<file path="src/rtl/cmp_share_arb_pkg.sv">
// Shared definitions for the cmp_share_arb comparator-sharing arbiter.
//   state_t          : sequencer states (IDLE -> CMP -> DONE -> IDLE)
//   NREQ_DEF / W_DEF : default requester count and operand width
//   RES_*            : bit positions of eq/lt/gt in the registered result vector
package cmp_share_arb_pkg;

  typedef enum logic [1:0] {
    IDLE = 2'd0,
    CMP  = 2'd1,
    DONE = 2'd2
  } state_t;

  localparam int NREQ_DEF = 4;
  localparam int W_DEF    = 4;

  localparam int RES_EQ = 0;
  localparam int RES_LT = 1;
  localparam int RES_GT = 2;
  localparam int RES_W  = 3;

endpackage

</file>
<file path="src/rtl/cmp_share_arb_cmp_core.sv">
// Purely combinational unsigned magnitude comparator shared by all requesters.
// Ports:
//   i_a, i_b : W-bit unsigned operands
//   o_eq     : i_a == i_b
//   o_lt     : i_a <  i_b
//   o_gt     : i_a >  i_b
module cmp_core #(
  parameter int W = 4
) (
  input  logic [W-1:0] i_a,
  input  logic [W-1:0] i_b,
  output logic         o_eq,
  output logic         o_lt,
  output logic         o_gt
);

  assign o_eq = (i_a == i_b);
  assign o_lt = (i_a <  i_b);
  assign o_gt = (i_a >  i_b);

endmodule

</file>
<file path="src/rtl/cmp_share_arb.sv">
// Round-robin arbiter/sequencer sharing one comparator among NREQ requesters.
// One transaction takes three cycles: grant + operand capture, compare,
// response. Results are registered and visible only while rsp_valid != 0.
// Ports:
//   clk, rst_n       : clock (rising edge), asynchronous active-low reset
//   req[NREQ]        : level request per requester
//   a_in, b_in       : packed operands, requester i uses [i*W +: W]
//   gnt[NREQ]        : registered one-hot grant, held through CMP and DONE
//   busy             : transaction in flight
//   rsp_valid[NREQ]  : one-cycle one-hot response strobe
//   rsp_eq/lt/gt     : comparison result, exactly one set while rsp_valid != 0
module cmp_share_arb
  import cmp_share_arb_pkg::*;
#(
  parameter int NREQ = NREQ_DEF,
  parameter int W    = W_DEF
) (
  input  logic              clk,
  input  logic              rst_n,
  input  logic [NREQ-1:0]   req,
  input  logic [NREQ*W-1:0] a_in,
  input  logic [NREQ*W-1:0] b_in,
  output logic [NREQ-1:0]   gnt,
  output logic              busy,
  output logic [NREQ-1:0]   rsp_valid,
  output logic              rsp_eq,
  output logic              rsp_lt,
  output logic              rsp_gt
);

  localparam int PW = (NREQ > 1) ? $clog2(NREQ) : 1;

  state_t            r_state;
  state_t            w_state_nxt;
  logic [NREQ-1:0]   r_gnt;
  logic [NREQ-1:0]   r_rsp_valid;
  logic [RES_W-1:0]  r_res;
  logic [W-1:0]      r_op_a;
  logic [W-1:0]      r_op_b;
  logic [PW-1:0]     r_ptr;
  logic [PW-1:0]     r_win;
  logic [PW-1:0]     w_win;
  logic [PW-1:0]     w_ptr_nxt;
  logic [NREQ-1:0]   w_win_oh;
  logic [W-1:0]      w_sel_a;
  logic [W-1:0]      w_sel_b;
  logic              w_eq;
  logic              w_lt;
  logic              w_gt;

  // First asserted request at or above the pointer wins; if none, wrap to the
  // lowest asserted request below it. Splitting the scan in two avoids a
  // modulo on non-power-of-two NREQ.
  function automatic logic [PW-1:0] rr_pick(input logic [NREQ-1:0] r,
                                            input logic [PW-1:0]   p);
    logic [PW-1:0] sel_hi;
    logic [PW-1:0] sel_lo;
    logic          found_hi;
    sel_hi   = '0;
    sel_lo   = '0;
    found_hi = 1'b0;
    for (int i = NREQ - 1; i >= 0; i--) begin
      if (r[i]) begin
        sel_lo = PW'(i);
        if (i >= int'(p)) begin
          sel_hi   = PW'(i);
          found_hi = 1'b1;
        end
      end
    end
    return found_hi ? sel_hi : sel_lo;
  endfunction

  assign w_win     = rr_pick(req, r_ptr);
  assign w_ptr_nxt = (r_win == PW'(NREQ - 1)) ? '0 : r_win + 1'b1;

  always_comb begin
    w_sel_a  = '0;
    w_sel_b  = '0;
    w_win_oh = '0;
    for (int i = 0; i < NREQ; i++) begin
      if (w_win == PW'(i)) begin
        w_sel_a     = a_in[i*W +: W];
        w_sel_b     = b_in[i*W +: W];
        w_win_oh[i] = 1'b1;
      end
    end
  end

  cmp_core #(.W(W)) u_cmp_core (
    .i_a  (r_op_a),
    .i_b  (r_op_b),
    .o_eq (w_eq),
    .o_lt (w_lt),
    .o_gt (w_gt)
  );

  always_comb begin
    w_state_nxt = r_state;
    case (r_state)
      IDLE:    if (|req) w_state_nxt = CMP;
      CMP:     w_state_nxt = DONE;
      DONE:    w_state_nxt = IDLE;
      default: w_state_nxt = IDLE;
    endcase
  end

  always_ff @(posedge clk or negedge rst_n) begin
    if (!rst_n) begin
      r_state     <= IDLE;
      r_gnt       <= '0;
      r_rsp_valid <= '0;
      r_res       <= '0;
      r_op_a      <= '0;
      r_op_b      <= '0;
      r_ptr       <= '0;
      r_win       <= '0;
    end else begin
      r_state <= w_state_nxt;
      case (r_state)
        // grant and capture operands; later a_in/b_in changes are ignored
        IDLE: begin
          if (|req) begin
            r_gnt  <= w_win_oh;
            r_win  <= w_win;
            r_op_a <= w_sel_a;
            r_op_b <= w_sel_b;
          end
        end
        // register result, strobe the granted requester, rotate priority
        CMP: begin
          r_res[RES_EQ] <= w_eq;
          r_res[RES_LT] <= w_lt;
          r_res[RES_GT] <= w_gt;
          r_rsp_valid   <= r_gnt;
          r_ptr         <= w_ptr_nxt;
        end
        // response seen for one cycle; release everything
        DONE: begin
          r_gnt       <= '0;
          r_rsp_valid <= '0;
          r_res       <= '0;
        end
        default: begin
          r_gnt       <= '0;
          r_rsp_valid <= '0;
          r_res       <= '0;
        end
      endcase
    end
  end

  assign gnt       = r_gnt;
  assign busy      = (r_state != IDLE);
  assign rsp_valid = r_rsp_valid;
  assign rsp_eq    = r_res[RES_EQ];
  assign rsp_lt    = r_res[RES_LT];
  assign rsp_gt    = r_res[RES_GT];

endmodule
</file>
<file path="config.mk">
export PLATFORM = sky130hd
export DESIGN_NAME = cmp_share_arb
export DESIGN_NICKNAME = d
export VERILOG_FILES = /design/src/rtl/cmp_share_arb_pkg.sv /design/src/rtl/cmp_share_arb_cmp_core.sv /design/src/rtl/cmp_share_arb.sv
export SDC_FILE = /design/constraint.sdc
export NUM_CORES = 1
export LEC_CHECK = 0
export CAP_MARGIN = 20
export CORE_MARGIN = 2
export CORE_UTILIZATION = 40
export DETAILED_ROUTE_END_ITERATION = 10
export GPL_TIMING_DRIVEN = 0
export PLACE_DENSITY_LB_ADDON = 0.25
export SLEW_MARGIN = 15
export SYNTH_ARGS = -nofsm -noshare
export SYNTH_HDL_FRONTEND = slang
export SYNTH_HIERARCHICAL = 1
export SYNTH_SLANG_ARGS = --single-unit
</file>
<file path="constraint.sdc">
create_clock -name clk -period 1.6 [get_ports clk]
set_input_delay 0.16 -clock clk [delete_from_list [all_inputs] [get_ports clk]]
set_output_delay 0.16 -clock clk [all_outputs]
set_load 0.005 [all_outputs]
</file>
==> results_dict.tcl, run 1 <==
set metrics [dict create \
    synth_flop_cell "dfrtp_1" \
    numCtsBuffers 3 \
    finalHoldViolCount 0 \
    synth_fp_nets 179 \
    clk_pin_slew_ns 0.13 \
    top_layer "met4" \
    wire_per_inst_microns 14.0 \
    crit_required_ns 1.85 \
    core_sq_um 3420 \
    insertion_delay_ns 0.31 \
    diodes 0 \
    grt_usage 0.174 \
    num-fill-cells 289 \
    crit_fanout 7 \
    numPortBuffers 49 \
    finalMaxSlewViolations 0 \
    synthCells 136 \
    drtAntennaViolNets 0 \
    synth-edff-count 0 \
    vias_per_cell 5.01 \
    route.met2.wl_microns 1690 \
    cpPeakStageDelay_ns 0.47 \
    placed_area_sq_um 2000 \
    tightest_slew_ns 0.544 \
    failed_checks "setup timing" \
    cts_tree "done" \
    wl_met3_microns 180 \
    async_flop_share 1.00 \
    hp-class "input port to asynchronous set/reset pin" \
    p_leak_nw 0.985 \
    ys_warn_count 6 \
    drive_above_1_share 0.237 \
    gp_congestion 0.770 \
    syn_area_per_cell_sq_um 10.6 \
    end_kind "flip-flop" \
    worst_slack_ns -0.109 \
    drtIter0Drc 24 \
    cts_htree_levels 1 \
    drv_cap 0 \
    cp.arrival_ns 1.96 \
    setup-violations-final 9 \
    grt_max_degree 26 \
    vdd_drop_max_mv 0.603 \
    globalRouteOverflowTotal 0 \
    root_buffer "clkbuf_4" \
    drc 0 \
    postLayoutCellArea_sq_um 2180 \
    pre_cts_slack_ns -0.577 \
    fin_crit_sh 1.07 \
    dieArea_sq_um 4120 \
    timing.fmax_ghz 0.585 \
    rows 21 \
    min_period_ns 1.71 \
    die_w_microns 64.2 \
    relSlewSlack 0.637 \
    area_growth_pct 50.8 \
    start_util 0.424 \
    vias 1202 \
    start_kind "flip-flop" \
    synth_cell_types 31 \
    power_mw 3.72 \
    ys_seq_area_frac 0.432 \
    chipHeight_microns 64.2 \
    drtPass1Iterations 4 \
    whs_ns 0.343 \
    syn-cell-area_sq_um 1450 \
    crit_path_top_delay_cell "dfrtp_2" \
    status "complete, but fails checks" \
    crit_path_cell_trace "mux2_4 -> o221ai_4 -> buf_6 -> mux2i_1 -> or3_1 -> o211ai_2" \
    path_class "flip-flop to flip-flop" \
    rsz0062_at_grt "yes" \
    p_per_area_nw_per_um2 1700 \
    routedLengthMet1_microns 1430 \
    grt_pass1_wl_microns 5530 \
    yosys_register_bits 25 \
    wl_microns 3350 \
    antenna_found_initial 0 \
    cts_sinks 25 \
    clock_skew_ns 0.00223 \
    final_nets 238 \
    ios 50 \
    first_global_vias 1227 \
    hpwl_microns 2530 \
    cts_max_path_buffers 2 \
]
layer usage:
metal / GRT usage / vias up
met5: 0 / -
li1: - / 598
met1: 0.207 / 557
met2: 0.315 / 43
met3: 0.0335 / 4
met4: 0.0559 / 0
where the power goes:
| group | switching [mW] | internal (mW) |
|---|---|---|
| registers | 0.193 | 0.931 |
| clock network | 0.183 | 0.0936 |
| logic | 1.03 | 1.28 |
| total | 1.41 | 2.31 |
state kept, by name, indices dropped and copies added, names as in the netlist:
register,count
gnt,4
r_op_a,4
r_op_b,4
rsp_valid,4
r_res,3
r_ptr,2
r_state,2
r_win,2
cells in the final DEF (no fill, tap or decap), types with 3 or more instances in the layout:
master / netlist / layout
mux2i_2: 0 / 6
mux2i_1: 23 / 16
nor2_1: 11 / 11
dfrtp_1: 25 / 24
clkbuf_4: 0 / 3
nand2_1: 20 / 18
buf_6: 0 / 4
inv_1: 5 / 5
or3_1: 7 / 7
o211ai_2: 7 / 7
buf_4: 1 / 3
clkdlybuf4s50_1: 0 / 47
ha_1: 5 / 5
timing repair:
| item | in CTS | in global routing |
|---|---|---|
| setup buffers | 2 | 2 |
| cloned | 0 | 1 |
| hold buffers | 0 | 1 |
| hold endpoints to repair | 0 | 25 |
| resized for setup | 19 | 10 |
| setup endpoints to repair | 15 | 12 |
| pin swaps | 2 | 2 |
cells by family (layout without fill, tap and decap cells):
logic type	Yosys count	count (layout)	synth area share
buffers and inverters	12	70	0.0363
DFF	25	25	0.432
AOI/OAI and AO/OA	18	18	0.133
and+or+nand+nor	50	50	0.170
muxes	26	26	0.185
adders and majority gates	5	5	0.0432
area by class of cell:
class                   count  area, sq um  area share
clock buffers               3         22.5      0.0103
inverters                   6         22.5      0.0103
multi-input cells          99          837       0.383
flip-flops and latches     25          627       0.287
plain buffers               5         55.1      0.0252
well taps                  46         57.6      0.0264
clock inverters             1         5.00     0.00229
repair buffers             55          557       0.255
through the flow:
stage	cells	TNS (ns)	utilization
floorplan	136	-0.704	-
global placement	231	-5.29	0.586
detailed placement	231	-6.20	0.586
CTS	236	-0.806	0.615
global route	240	-1.34	0.639
finish	240	-0.783	0.639
critical path, delay by kind of cell, from the launching register on:
kind                   cells  cell delay (ns)
buffers and inverters      1             0.17
flip-flops                 1             0.47
multiplexers               2             0.40
AND/OR/NAND/NOR            1             0.33
AO/OA/AOI/OAI              2             0.28
cell usage after synthesis (2+ instances only):
library cell / instances / share of area
nor2_1: 11 / 0.029
mux2_2: 2 / 0.016
o211ai_2: 7 / 0.060
nand2_1: 20 / 0.052
dfrtp_1: 25 / 0.43
a21oi_1: 2 / 0.0069
mux2i_1: 23 / 0.16
ha_1: 5 / 0.043
nor2b_1: 2 / 0.0086
o21ai_1: 3 / 0.010
or3_1: 7 / 0.030
clkbuf_1: 2 / 0.0052
inv_1: 5 / 0.013
buf_2: 3 / 0.010
or2_1: 3 / 0.013
path summary, 6_finish.rpt:
path / start / endpoint / slack [ns] / depth (start not counted)
max: r_ptr[1]$_DFFE_PN0N_ / r_op_a[1]$_DFFE_PN0P_ / -0.11 / 6
min: rst_n / r_res[1]$_DFFE_PN0N_ / 0.34 / 2
max reg2reg: r_ptr[1]$_DFFE_PN0N_ / r_op_a[1]$_DFFE_PN0P_ / -0.11 / 6
min reg2reg: r_op_a[0]$_DFFE_PN0P_ / r_op_a[0]$_DFFE_PN0P_ / 0.51 / 2
max in group asynchronous: rst_n / r_ptr[1]$_DFFE_PN0N_ / 0.87 / 2
min in group clk: r_op_a[0]$_DFFE_PN0P_ / r_op_a[0]$_DFFE_PN0P_ / 0.51 / 2
No activity file was read; power rests on OpenSTA's default activity.
==> inputs of run 2 (changes only) <==
--- a/config.mk
+++ b/config.mk
@@ -7,10 +7,10 @@
 export LEC_CHECK = 0
 export CAP_MARGIN = 20
 export CORE_MARGIN = 2
-export CORE_UTILIZATION = 40
+export CORE_UTILIZATION = 48
 export DETAILED_ROUTE_END_ITERATION = 10
 export GPL_TIMING_DRIVEN = 0
-export PLACE_DENSITY_LB_ADDON = 0.25
+export PLACE_DENSITY = 0.95
 export SLEW_MARGIN = 15
 export SYNTH_ARGS = -nofsm -noshare
 export SYNTH_HDL_FRONTEND = slang
==> constraint.sdc (replaced) <==
create_clock -name clk -period 2.1 [get_ports clk]
set_input_delay 0.21 -clock clk [delete_from_list [all_inputs] [get_ports clk]]
set_output_delay 0.21 -clock clk [all_outputs]
set_load 0.005 [all_outputs]
==> run 2 against run 1 <==
  * Largest cell class unchanged
  * Power decreased by 30%
  * Sequential power fell by 23%
  * Via count increased by 1.3%
  * The flow finishes with violations (DRC)
==> results_dict.tcl, run 2 (same netlist as run 1, synthesis figures left out) <==
set metrics [dict create \
    start_util 0.516 \
    final_common_cell "clkdlybuf4s50_1" \
    multiInputGateArea_sq_um 769 \
    path_class "flip-flop to flip-flop" \
    area_growth_pct 38.8 \
    relSlewSlack 0.637 \
    rows 19 \
    layout.cells.most_common_list "clkdlybuf4s50_1 (48), dfrtp_1 (25), mux2i_1 (23), nand2_1 (20), nor2_1 (11)" \
    hp-class "input port to asynchronous set/reset pin" \
    whs_ns 0.380 \
    cts_tree "done" \
    first_global_vias 1242 \
    drv_cap 0 \
    cp.arrival_ns 2.17 \
    ios 50 \
    finalHoldViolCount 0 \
    finalMaxSlewViolations 0 \
    postLayoutCellArea_sq_um 2010 \
    insertion_delay_ns 0.33 \
    num-fill-cells 193 \
    hpwl_microns 2630 \
    vias_per_cell 5.51 \
    min_period_ns 1.94 \
    failed_checks "DRC" \
    cts_max_path_buffers 2 \
    numPortBuffers 49 \
    crit_start "r_ptr[1]$_DFFE_PN0N_" \
    setup-violations-final 0 \
    vdd_drop_max_mv 0.662 \
    grt_pass1_wl_microns 5460 \
    numCtsBuffers 3 \
    r2r-start "r_ptr[1]$_DFFE_PN0N_" \
    timing.fmax_ghz 0.516 \
    grt_usage 0.211 \
    cts_sinks 25 \
    crit_required_ns 2.33 \
    diodes 0 \
    antenna_found_initial 0 \
    ff2ff_path_depth 5 \
    gp_congestion 0.793 \
    r2r_slack_ns 0.16 \
    rr_endpoint "r_op_a[3]$_DFFE_PN0P_" \
    clock_skew_ns 0.0129 \
    rsz0062_at_grt "no" \
    drc 2 \
    drtPass1Iterations 7 \
    root_buffer "clkbuf_4" \
    tightest_slew_ns 0.544 \
    die_w_microns 58.9 \
    cts_htree_levels 1 \
    drtIter0Drc 35 \
    end_kind "flip-flop" \
    p_leak_nw 0.938 \
    fin_crit_sh 0.923 \
    start_kind "flip-flop" \
    chipHeight_microns 58.9 \
    grt_max_degree 26 \
    wire_per_inst_microns 14.5 \
    clk_pin_slew_ns 0.14 \
    final_nets 234 \
    p_per_area_nw_per_um2 1300 \
    globalRouteOverflowTotal 0 \
    regArea_sq_um 626 \
    dieArea_sq_um 3470 \
    status "complete, but fails checks" \
    wl_microns 3200 \
    placed_area_sq_um 1980 \
    vias 1218 \
    drtAntennaViolNets 0 \
    crit_fanout 10 \
    core_sq_um 2810 \
    drive_above_1_share 0.132 \
    setup_tns_ns 0 \
]
run 2: layout make-up:
type                       count  share of cell area
timing repair buffer          50               0.247
sequential                    25               0.311
clock buffer                   4              0.0131
tap                           31              0.0193
multi-input combinational     99               0.383
buffer                         6              0.0156
inverter                       6              0.0112
run 2: worst max-delay path by stage:
stage | slack [ns] | cells after the start | end
final | 0.16 | 5 | r_op_a[3]$_DFFE_PN0P_
after global routing | 0.04 | 6 | r_op_a[2]$_DFFE_PN0P_
after CTS | 0.13 | 7 | r_op_b[0]$_DFFE_PN0P_
after detailed placement | -0.19 | 7 | r_op_b[3]$_DFFE_PN0P_
after global placement | -0.12 | 7 | r_op_b[2]$_DFFE_PN0P_
after floorplan | 0.38 | 5 | r_op_a[0]$_DFFE_PN0P_
run 2: per-stage QoR:
step / utilization / setup WS, ns / power (mW) / cells
final: 0.716 / 0.161 / 2.61 / 221
after global routing: 0.716 / 0.0403 / 2.81 / 221
after CTS: 0.714 / 0.130 / 2.61 / 220
after detailed placement: 0.705 / -0.186 / 2.40 / 216
after global placement: 0.705 / -0.116 / 2.31 / 216
after floorplan: - / 0.379 / 1.87 / 136
run 2: power by group:
group / switching, mW / total, mW / internal [mW] / leakage (nW)
registers: 0.152 / 0.859 / 0.707 / 0.319
logic: 0.735 / 1.53 / 0.800 / 0.603
clock network: 0.146 / 0.221 / 0.0746 / 0.0150
run 2: critical path, cell delays in order, from the launching register on:
cell,delay [ns]
dfrtp_1,0.47
mux2_4,0.34
o221ai_4,0.36
buf_4,0.29
mux2i_1,0.27
o211ai_2,0.09
run 2: repair_timing:
item	4_1_cts	5_1_grt
gates resized for setup	0	2
hold buffers	0	1
hold endpoints to repair	0	25
setup buffers	0	0
setup endpoints to repair	0	8
run 2: routing by layer:
metal,track usage,up-vias,share of wire
li1,-,588,-
met1,0.251,566,0.41
met2,0.368,58,0.50
met3,0.0308,6,0.068
met4,0.110,0,0.022
met5,0,-,0
==> inputs of run 3 (changes only) <==
--- a/config.mk
+++ b/config.mk
@@ -10,6 +10,7 @@
 export CORE_UTILIZATION = 48
 export DETAILED_ROUTE_END_ITERATION = 10
 export GPL_TIMING_DRIVEN = 0
+export MAX_ROUTING_LAYER = met4
 export PLACE_DENSITY = 0.95
 export SLEW_MARGIN = 15
 export SYNTH_ARGS = -nofsm -noshare
==> run 3 against run 2 <==
  * Final area unchanged
  * Sequential share of layout area stayed put
  * Non-clock buffer count did not move
  * Register-to-register slack about the same
  * Largest cell class unchanged
  * Core utilization is the same
  * Clock power down 2%
  * Cell count stayed put
  * The run still ends with DRC left
  * Clock skew fell by 0.0040 ns
==> results_dict.tcl, run 3 (same netlist as run 1, synthesis figures left out) <==
set metrics [dict create \
    ios 50 \
    cts_htree_levels 1 \
    p_per_area_nw_per_um2 1300 \
    drv_cap 0 \
    numCtsBuffers 3 \
    final_common_cell "clkdlybuf4s50_1" \
    dieArea_sq_um 3470 \
    first_global_vias 1251 \
    chipHeight_microns 58.9 \
    grt_max_degree 26 \
    cts_sinks 25 \
    die_w_microns 58.9 \
    layout.cells.most_common_list "clkdlybuf4s50_1 (48), dfrtp_1 (25), mux2i_1 (23), nand2_1 (20), nor2_1 (11)" \
    antenna_found_initial 0 \
    multiInputGateArea_sq_um 769 \
    start_util 0.516 \
    grt_usage 0.220 \
    numPortBuffers 49 \
    start_kind "flip-flop" \
    vias 1208 \
    cts_tree "done" \
    place_inst 216 \
    cp.arrival_ns 2.16 \
    finalMaxSlewViolations 0 \
    hpwl_microns 2630 \
    crit_fanout 10 \
    drtPass1Iterations 7 \
    clk_pin_slew_ns 0.13 \
    fin_cells 221 \
    fin_crit_sh 0.922 \
    post-cts-setup-buffers 0 \
    ff2ff_path_depth 5 \
    status "complete, but fails checks" \
    hp-class "input port to asynchronous set/reset pin" \
    diodes 0 \
    tightest_slew_ns 0.543 \
    drc 2 \
    cts_max_path_buffers 2 \
    wl_microns 3210 \
    r2r_slack_ns 0.16 \
    area_growth_pct 38.8 \
    final_nets 234 \
    vdd_drop_max_mv 0.659 \
    p_leak_nw 0.938 \
    end_kind "flip-flop" \
    relSlewSlack 0.638 \
    drtIter0Drc 32 \
    setup-violations-final 0 \
    setup_tns_ns 0 \
    rows 19 \
    finalHoldViolCount 0 \
    failed_checks "DRC" \
    grt_pass1_wl_microns 5480 \
    wire_per_inst_microns 14.5 \
    globalRouteOverflowTotal 0 \
    insertion_delay_ns 0.33 \
    drtAntennaViolNets 0 \
    vias_per_cell 5.47 \
    gp_congestion 0.804 \
    regArea_sq_um 626 \
    clock_skew_ns 0.00894 \
    num-fill-cells 193 \
    power_mw 2.61 \
    drive_above_1_share 0.132 \
    core_sq_um 2810 \
    timing.fmax_ghz 0.517 \
    crit_required_ns 2.32 \
    min_period_ns 1.94 \
    root_buffer "clkbuf_4" \
    rsz0062_at_grt "no" \
    path_class "flip-flop to flip-flop" \
]
==> run 3: cell counts in the layout (fill, tap and decap cells not counted) <==
No cell type changed its count.
==> run 3: where the power goes <==
group / total [mW] / switching (mW) / internal, mW
registers: 0.860 / 0.152 / 0.707
clock network: 0.217 / 0.143 / 0.0746
logic: 1.53 / 0.735 / 0.799
==> run 3: through the flow <==
step	setup slack (ns)	utilization	instance area, sq um	hold WS (ns)
after detailed placement	-0.186	0.705	1980	0.481
after global routing	0.0403	0.716	2010	0.429
after global placement	-0.116	0.705	1980	0.474
after CTS	0.130	0.714	2000	0.494
after floorplan	0.379	-	1450	-0.0856
final	0.164	0.716	2010	0.384
==> run 3: area by class of cell <==
class                           count  share of cell area
Buffer                              6              0.0156
Clock buffer                        4              0.0131
Inverter                            6              0.0112
Multi-Input combinational cell     99               0.383
Sequential cell                    25               0.311
Tap cell                           31              0.0193
Timing Repair Buffer               50               0.247
==> run 3: timing repair <==
item,4_1_cts,5_1_grt
gates resized for setup,0,2
hold endpoints to repair,0,25
setup endpoints to repair,0,7
hold buffers,0,1
==> run 3: per-layer routing <==
layer | GRT usage | part of all wire | vias up
met4 | 0.110 | 0.024 | 0
met5 | - | 0 | -
met1 | 0.254 | 0.40 | 558
met2 | 0.368 | 0.51 | 55
met3 | 0.0352 | 0.067 | 7
li1 | - | - | 588
==> run 3: path summary, 6_finish.rpt <==
path	startpoint	to
worst min-delay path	rst_n	r_op_b[3]$_DFFE_PN0P_
worst max-delay path	r_ptr[1]$_DFFE_PN0N_	r_op_a[3]$_DFFE_PN0P_
worst min register to register	r_op_a[0]$_DFFE_PN0P_	r_op_a[0]$_DFFE_PN0P_
min in group clk	r_op_a[0]$_DFFE_PN0P_	r_op_a[0]$_DFFE_PN0P_
worst max register to register	r_ptr[1]$_DFFE_PN0N_	r_op_a[3]$_DFFE_PN0P_
max in group asynchronous	rst_n	gnt[3]$_DFFE_PN0P_
==> run 3: critical path, cell delays in order (launching register included) <==
cell      delay, ns
dfrtp_1        0.47
mux2_4         0.34
o221ai_4       0.36
buf_4          0.29
mux2i_1        0.27
o211ai_2       0.09
